<file path="src/rtl/slb_pkg.sv">
// slb_pkg: shared state encoding and width helper for the serial line broadcaster
package slb_pkg;
   typedef enum logic [1:0] {IDLE, HDR, DATA, DROP} state_t;
   function automatic int clog2_min1(input int n);
      return (n > 1) ? $clog2(n) : 1;
   endfunction
endpackage

</file>
<file path="src/rtl/slb_frame_rx.sv">
// slb_frame_rx: header shift register, bit counter and header decode
// SLB_BROADCAST_EN adds a trailing mode bit to the header.
module slb_frame_rx
   import slb_pkg::*;
#(
   parameter int NPORT = 4,
   parameter int NLINE = 4,
   parameter int PLEN = 8,
   localparam int PW = clog2_min1(NPORT),
   localparam int LW = clog2_min1(NLINE)
) (
   input logic clk,
   input logic rst_n,
   input logic ser_in,
   input state_t state,
   input logic [NPORT-1:0] port_en,
   output logic [PW-1:0] sel_port,
   output logic [LW-1:0] sel_line,
   output logic mode,
   output logic hdr_ok,
   output logic hdr_bad,
   output logic pay_last
);
`ifdef SLB_BROADCAST_EN
   localparam int HW = PW + LW + 1;
`else
   localparam int HW = PW + LW;
`endif
   localparam int CW = clog2_min1(((PLEN > HW) ? PLEN : HW) + 1);
   logic [CW-1:0] cnt;
   logic [HW-2:0] shreg;
   logic [HW-1:0] hdr;
   logic [NPORT-1:0] en_sh;
   logic hdr_last, valid;
   // decode sees the full header including the bit arriving this cycle
   always_comb begin
      hdr = {shreg, ser_in};
      sel_port = hdr[HW-1 -: PW];
      sel_line = hdr[HW-1-PW -: LW];
`ifdef SLB_BROADCAST_EN
      mode = hdr[0];
`else
      mode = 1'b0;
`endif
      en_sh = port_en >> sel_port;
      hdr_last = state == HDR && cnt == CW'(HW - 1);
      pay_last = (state == DATA || state == DROP) && cnt == CW'(PLEN - 1);
      valid = en_sh[0] && 32'(sel_port) < NPORT && (mode || 32'(sel_line) < NLINE);
      hdr_ok = hdr_last && valid;
      hdr_bad = hdr_last && !valid;
   end
   always_ff @(posedge clk or negedge rst_n)
      if (!rst_n) begin
         cnt <= '0;
         shreg <= '0;
      end else begin
         cnt <= (state == IDLE || hdr_last || pay_last) ? '0 : (&cnt ? cnt : cnt + 1'b1);
         if (state == HDR) shreg <= hdr[HW-2:0];
      end
endmodule

</file>
<file path="src/rtl/serial_line_broadcaster.sv">
// serial_line_broadcaster: routes framed serial payload to one line (or one port with SLB_BROADCAST_EN)
// Frame: start bit, port bits, line bits, [mode bit], PLEN payload bits, all MSB first.
module serial_line_broadcaster
   import slb_pkg::*;
#(
   parameter int NPORT = 4,
   parameter int NLINE = 4,
   parameter int PLEN = 8
) (
   input logic clk,
   input logic rst_n,
   input logic ser_in,
   input logic [NPORT-1:0] port_en,
   output logic [NPORT*NLINE-1:0] lout,
   output logic [NPORT*NLINE-1:0] lout_act,
   output logic busy,
   output logic done,
   output logic err
);
   localparam int PW = clog2_min1(NPORT);
   localparam int LW = clog2_min1(NLINE);
   localparam int N = NPORT * NLINE;
   state_t state;
   logic [PW-1:0] sel_port, port_q;
   logic [LW-1:0] sel_line, line_q;
   logic mode, mode_q, hdr_ok, hdr_bad, pay_last;
   logic [N-1:0] mask;
   slb_frame_rx #(.NPORT(NPORT), .NLINE(NLINE), .PLEN(PLEN)) u_rx (
      .clk(clk),
      .rst_n(rst_n),
      .ser_in(ser_in),
      .state(state),
      .port_en(port_en),
      .sel_port(sel_port),
      .sel_line(sel_line),
      .mode(mode),
      .hdr_ok(hdr_ok),
      .hdr_bad(hdr_bad),
      .pay_last(pay_last)
   );
   always_comb
      mask = mode_q ? N'({NLINE{1'b1}}) << (32'(port_q) * NLINE)
                    : N'(1) << (32'(port_q) * NLINE + 32'(line_q));
   assign busy = state != IDLE;
   always_ff @(posedge clk or negedge rst_n)
      if (!rst_n) begin
         state <= IDLE;
         port_q <= '0;
         line_q <= '0;
         mode_q <= 1'b0;
         lout <= '0;
         lout_act <= '0;
         done <= 1'b0;
         err <= 1'b0;
      end else begin
         lout <= '0;
         lout_act <= '0;
         done <= 1'b0;
         err <= 1'b0;
         case (state)
            IDLE: if (ser_in) state <= HDR;
            HDR:
               if (hdr_ok) begin
                  state <= DATA;
                  port_q <= sel_port;
                  line_q <= sel_line;
                  mode_q <= mode;
               end else if (hdr_bad) state <= DROP;
            DATA: begin
               lout <= ser_in ? mask : '0;
               lout_act <= mask;
               if (pay_last) begin
                  state <= IDLE;
                  done <= 1'b1;
               end
            end
            DROP:
               if (pay_last) begin
                  state <= IDLE;
                  err <= 1'b1;
               end
         endcase
      end
endmodule
</file>
<file path="config.mk">
export PLATFORM = sky130hd
export DESIGN_NAME = serial_line_broadcaster
export DESIGN_NICKNAME = d
export VERILOG_FILES = /design/src/rtl/slb_pkg.sv /design/src/rtl/slb_frame_rx.sv /design/src/rtl/serial_line_broadcaster.sv
export SDC_FILE = /design/constraint.sdc
export NUM_CORES = 1
export LEC_CHECK = 0
export ABC_CLOCK_PERIOD_IN_PS = 1900
export BUFFER_PORTS_ARGS = -buffer_cell sky130_fd_sc_hd__buf_2
export CAP_MARGIN = 30
export CELL_PAD_IN_SITES_DETAIL_PLACEMENT = 1
export CELL_PAD_IN_SITES_GLOBAL_PLACEMENT = 2
export CORE_UTILIZATION = 30
export CTS_CLUSTER_SIZE = 14
export DETAILED_ROUTE_END_ITERATION = 8
export HOLD_SLACK_MARGIN = 0.1
export PLACE_DENSITY_LB_ADDON = 0.1
export SLEW_MARGIN = 20
export SYNTH_ARGS = -nofsm -noshare
export SYNTH_HDL_FRONTEND = slang
export SYNTH_SLANG_ARGS = --single-unit
export TNS_END_PERCENT = 1
</file>
<file path="constraint.sdc">
create_clock -name clk -period 1.9 [get_ports clk]
set_input_delay 0.475 -clock clk [delete_from_list [all_inputs] [get_ports clk]]
set_output_delay 0.475 -clock clk [all_outputs]
set_load 0.05 [all_outputs]
</file>
; ---- Word level (Yosys, flattened, before mapping)
; Index checks and enable logic that the tools add are counted.
[op_classes]
addsub = 2
n_eq_ne = 9
n_shift = 2
muxes = 13
n_reduce_logical = 14
[ops]
columns = op, n
row1 = 2-to-1 mux 16 bit, 3
row2 = left shift 1 x 5 -> 16 bit (first input constant), 1
row3 = 2-to-1 mux 2 bit, 4
row4 = 2-to-1 mux 4 bit, 2
row5 = one-hot mux 2 bit (3 select lines), 1
row6 = adder 4 x 2 -> 5 bit, 1
row7 = adder 4 x 1 -> 4 bit (second input constant), 1
row8 = == test 2 bit (second input constant), 2
row9 = == test 4 x 2 -> 1 bit (second input constant), 1
row10 = == test 4 x 3 -> 1 bit (second input constant), 1
row11 = logical AND 1 bit, 4
row12 = != test 2 x 1 -> 1 bit (second input constant), 2
row13 = AND reduction 4 bit, 1
row14 = >> shifter 4 x 2 -> 1 bit, 1
row15 = logical OR 1 bit, 3
row16 = 2-to-1 mux 1 bit, 3
row17 = != test 3 bit (second input constant), 1
row18 = AND reduction 3 bit, 1
row19 = == test 2 x 1 -> 1 bit (second input constant), 1
row20 = zero test 2 bit, 1
row21 = != test 2 bit (second input constant), 1
row22 = AND reduction 2 bit, 1
row23 = nonzero test 2 bit, 1
row24 = OR reduction 2 bit, 1
row25 = zero test 1 bit, 1
[word_totals]
register_bits = 47
input_bits = 7
out_inout_bits = 35
elab_cells = 49

; ---- Depth between registers and ports, before layout
[depth]
depth_word = 6
ltp_mapped = 5
depth_no_buf = 5

; ---- By module
; Synthesis repeated with hierarchy kept, for this count alone.
[unflattened]
hier_cells = 144
hier_area_um2 = 1841.8
[by_module_without_submodules]
columns = mod, instances, cells_each, area_per_inst_um2, seq_area_each_um2
row1 = serial_line_broadcaster, 1, 108, 1447.6, 1026.0
row2 = slb_frame_rx, 1, 36, 394.1, 175.2

; ---- Worst setup path after synthesis
; Ideal clock, no wire load.
[synth_path]
kind = register to register
from = register u_rx.cnt[0]
to = register line_q[0]
setup_ps = 125
t_arrival_ps = 1651
t_required_ps = 1775
path_slack_ps = 124
stages_incl_launch_ff = 6
n_path_buf = 0
period_less_slack_ps = 1776
path_cell_list = dfrtp_1 ha_1 or3b_1 a211oi_2 o21a_4 mux2_4
[synth_between]
elab_chain_len = 4
[synth_lines]
columns = element, line
row1 = "start, declared", slb_frame_rx.sv:30  ; logic [CW-1:0] cnt;
row2 = "start signal, assigned", slb_frame_rx.sv:57  ; cnt <= (state == IDLE || hdr_last || pay_last) ? '0 : (&cnt ? cnt : cnt + 1'b1);
row3 = == test 4 x 2 -> 1 bit, slb_frame_rx.sv:46  ; hdr_last = state == HDR && cnt == CW'(HW - 1);
row4 = logical AND 1 bit, slb_frame_rx.sv:46
row5 = logical AND 1 bit, slb_frame_rx.sv:49  ; hdr_ok = hdr_last && valid;
row6 = AND reduction 2 bit (no source line), --
row7 = "end signal, assigned", serial_line_broadcaster.sv:66  ; line_q <= sel_line;
row8 = "end, declared", serial_line_broadcaster.sv:25  ; logic [LW-1:0] sel_line, line_q;
; Every way passes these cells.
; A chain may end at the register's enable or synchronous reset.

; ---- Worst setup path after layout
[layout_path]
from = register state[1]
to = output busy
[layout_between]
elab_chain_len = 1
[layout_lines]
columns = element, line
row1 = "start, declared", serial_line_broadcaster.sv:23  ; state_t state;
row2 = "start signal, assigned", serial_line_broadcaster.sv:47  ; state <= IDLE;
row3 = "start signal, assigned", serial_line_broadcaster.sv:61  ; IDLE: if (ser_in) state <= HDR;
row4 = "start signal, assigned", serial_line_broadcaster.sv:64  ; state <= DATA;
row5 = nonzero test 2 bit, serial_line_broadcaster.sv:44  ; assign busy = state != IDLE;
row6 = "end, declared", serial_line_broadcaster.sv:16  ; output logic busy,
; Every way passes these cells.

==> results.yml <==
clocking:
  clk_pin_slew_ps: 90
  postCtsHoldBufs: 0
  cts_resized: 0
  numCtsBuffers: 5
  ctsHtreeMaxLevel: 2
  worstSkewPairLatency_ps: 300
  cts_buffer_depth: 2
  cts_root_buffer: "clkbuf_8"
  clock_sinks: 47
  cts_setup_buffers: 0
  cts_tree: "built"
timing:
  period_share: 0.948
  tightest_slew_ps: 547
  rsz0062_at_grt: "no"
  setup_slack_ps: 99.3
  setup_violations: 0
  finClkSkew_ps: 7.65
  final_max_slew_viol_count: 0
  fmax_mhz: 555
  max_slew_margin: 0.635
  hold_violations: 0
  min_period_ps: 1800
  finalSetupTns_ps: 0
final_layout:
  instances_no_fill: 268
  nNetsFinal: 203
  area_growth_pct: 24.6
  post_route_cells_drive_above_1_share: 0.337
  antenna_cells: 0
power:
  powerDensity_nw_per_um2: 1450
  p_comb_frac: 0.348
  switchingPower_mw: 1.19
  p_sw_frac: 0.377
  total_power_mw: 3.15
  p_int_mw: 1.96
  clkPwrFrac: 0.229
  ir_drop_mv: 0.509
  p_leak_nw: 1.13
  power_frac_seq: 0.423
synth:
  syn-num-nets: 156
  ys.flop_type: "dfrtp_1"
  avgSynthCellArea_um2: 11.8
  async_flop_share: 1.00
  yosys_warnings: 0
  synth-edff-count: 0
  synth_seq_cells: 47
  yosysSeqAreaShare: 0.675
  syn-cell-area_um2: 1740
  postSynthCellCount: 148
  synth.distinct_cells: 26
critical_path:
  cp-start-kind: "register"
  worstSetupPathType: "reg2out"
  path_max_fanout: 10
  critPathCaptureType: "primary output"
  critPathArrivalTime_ps: 1330
  required_ps: 1420
detailed_routing:
  wl_per_cell_um: 13.4
  finalWirelength_mm: 3.60
  ant_nets: 0
  drc: 0
  drt-vias-per-instance: 4.41
  drtIter0Drc: 32
  first_pass_iters: 4
  via_count: 1181
die:
  die-width_um: 78.2
  die_area_um2: 6120
  std_cell_rows: 27
  chipHeight_um: 78.2
  initial_core_util: 0.315
  io_pins: 42
  core-area_um2: 5540
placement:
  dpl.hpwl_mm: 2.68
  port_buffers: 41
  post-place-ws_ps: 131
  gp_congestion: 0.725
  dp.cells: 260
global_routing:
  grt_max_degree: 27
  antenna_found_initial: 0
  grt_usage: 0.134
  grt_pass1_vias: 1278
  grt_overflow: 0
  grt_pass1_wl_mm: 6.20
run:
  max-cap-violations: 0
min_path:
  hp-class: "in2async"
outcome:
  status: "completed"
## cells by family after synthesis
kind of cell / count (synthesis) / share of synthesized area
adder cells (fa/ha/maj): 1 / 0.00718
flip-flops: 47 / 0.675
multiplexers: 10 / 0.0696
buffers and inverters: 10 / 0.0258
XOR/XNOR: 1 / 0.00503
AND/OR/NAND/NOR: 63 / 0.155
AO/OA/AOI/OAI: 16 / 0.0625
## worst max-delay path: stages (launching register included)
cell and delay [ps]:
dfrtp_1 390, buf_4 170, nor2_1 200, inv_1 60, buf_2 210
## registers in the layout, summed over array words and instances (netlist names)
| signal | cells |
|---|---|
| done | 1 |
| err | 1 |
| line_q | 2 |
| lout | 16 |
| lout_act | 16 |
| port_q | 2 |
| state | 2 |
| u_rx.cnt | 4 |
| u_rx.shreg | 3 |
## layout by cell type, fill, tap and decap left out, types with 2 or more instances in the layout
master	n
a21oi_1	5
buf_2	41
buf_4	4
clkbuf_8	5
dfrtp_1	47
inv_1	4
mux2_2	5
mux2_4	3
mux2i_1	2
nand2_1	10
nand2b_1	4
nand3_1	4
nor2_1	39
nor2b_1	2
o21ai_0	5
or2_2	2
## cells in the mapped netlist, types with 2 or more instances
| cell | instances | area [µm²] |
|---|---|---|
| o21ai_0 | 5 | 25.0 |
| nor2b_1 | 2 | 12.5 |
| mux2_2 | 5 | 56.3 |
| nand2b_1 | 4 | 25.0 |
| inv_1 | 4 | 15.0 |
| clkbuf_1 | 2 | 7.51 |
| nand3_1 | 4 | 20.0 |
| buf_1 | 3 | 11.3 |
| mux2i_1 | 2 | 20.0 |
| nand2_1 | 10 | 37.5 |
| or2_2 | 2 | 12.5 |
| nor2_1 | 39 | 146 |
| a21oi_1 | 5 | 25.0 |
| mux2_4 | 3 | 45.0 |
| dfrtp_1 | 47 | 1180 |
## path summary, 6_finish.rpt
path | from | end | slack, ps | cells past startpoint
hold / removal | rst_n | line_q[0]$_DFFE_PN0P_ | 150 | 1
setup / recovery | state[1]$_DFFE_PN0P_ | busy | 100 | 4
hold reg to reg | u_rx.shreg[0]$_DFFE_PN0N_ | line_q[1]$_DFFE_PN0P_ | 550 | 1
max in group asynchronous | rst_n | lout[11]$_DFF_PN0_ | 1230 | 2
setup reg to reg | u_rx.cnt[0]$_DFFE_PN0P_ | port_q[0]$_DFFE_PN0P_ | 110 | 5
min in group clk | ser_in | line_q[0]$_DFFE_PN0P_ | 500 | 2
## layer usage
metal,track usage,vias up,share of wire
li1,-,570,-
met1,0.156,573,0.43
met2,0.239,33,0.51
met3,0.0349,5,0.053
met4,0.0444,0,0.013
met5,0,-,0
## power by group through the flow
| stage | clock network, mW | registers [mW] | logic (mW) |
|---|---|---|---|
| 2_1_floorplan | 0 | 1.50 | 0.652 |
| 3_3_place_gp | 0 | 1.34 | 1.09 |
| 3_5_place_dp | 0 | 1.36 | 1.11 |
| 4_1_cts | 0.741 | 1.34 | 1.12 |
| 5_1_grt | 0.782 | 1.37 | 1.20 |
| 6_report | 0.723 | 1.33 | 1.10 |
## stage by stage
step / area (µm²) / hold WS, ps / utilization
2_1_floorplan: 1740 / 179 / -
3_3_place_gp: 2060 / 482 / 0.372
3_5_place_dp: 2060 / 495 / 0.372
4_1_cts: 2170 / 173 / 0.392
5_1_grt: 2170 / 177 / 0.392
6_report: 2170 / 154 / 0.392
## area by class of cell
| type | count | area, µm² |
|---|---|---|
| fill | 633 | 3370 |
| sequential | 47 | 1180 |
| multi-input combinational | 91 | 522 |
| timing repair buffer | 46 | 255 |
| tap | 72 | 90.1 |
| clock buffer | 5 | 68.8 |
| clock inverter | 3 | 43.8 |
| inverter | 4 | 15.0 |
Power figures use the tool's default switching activity.
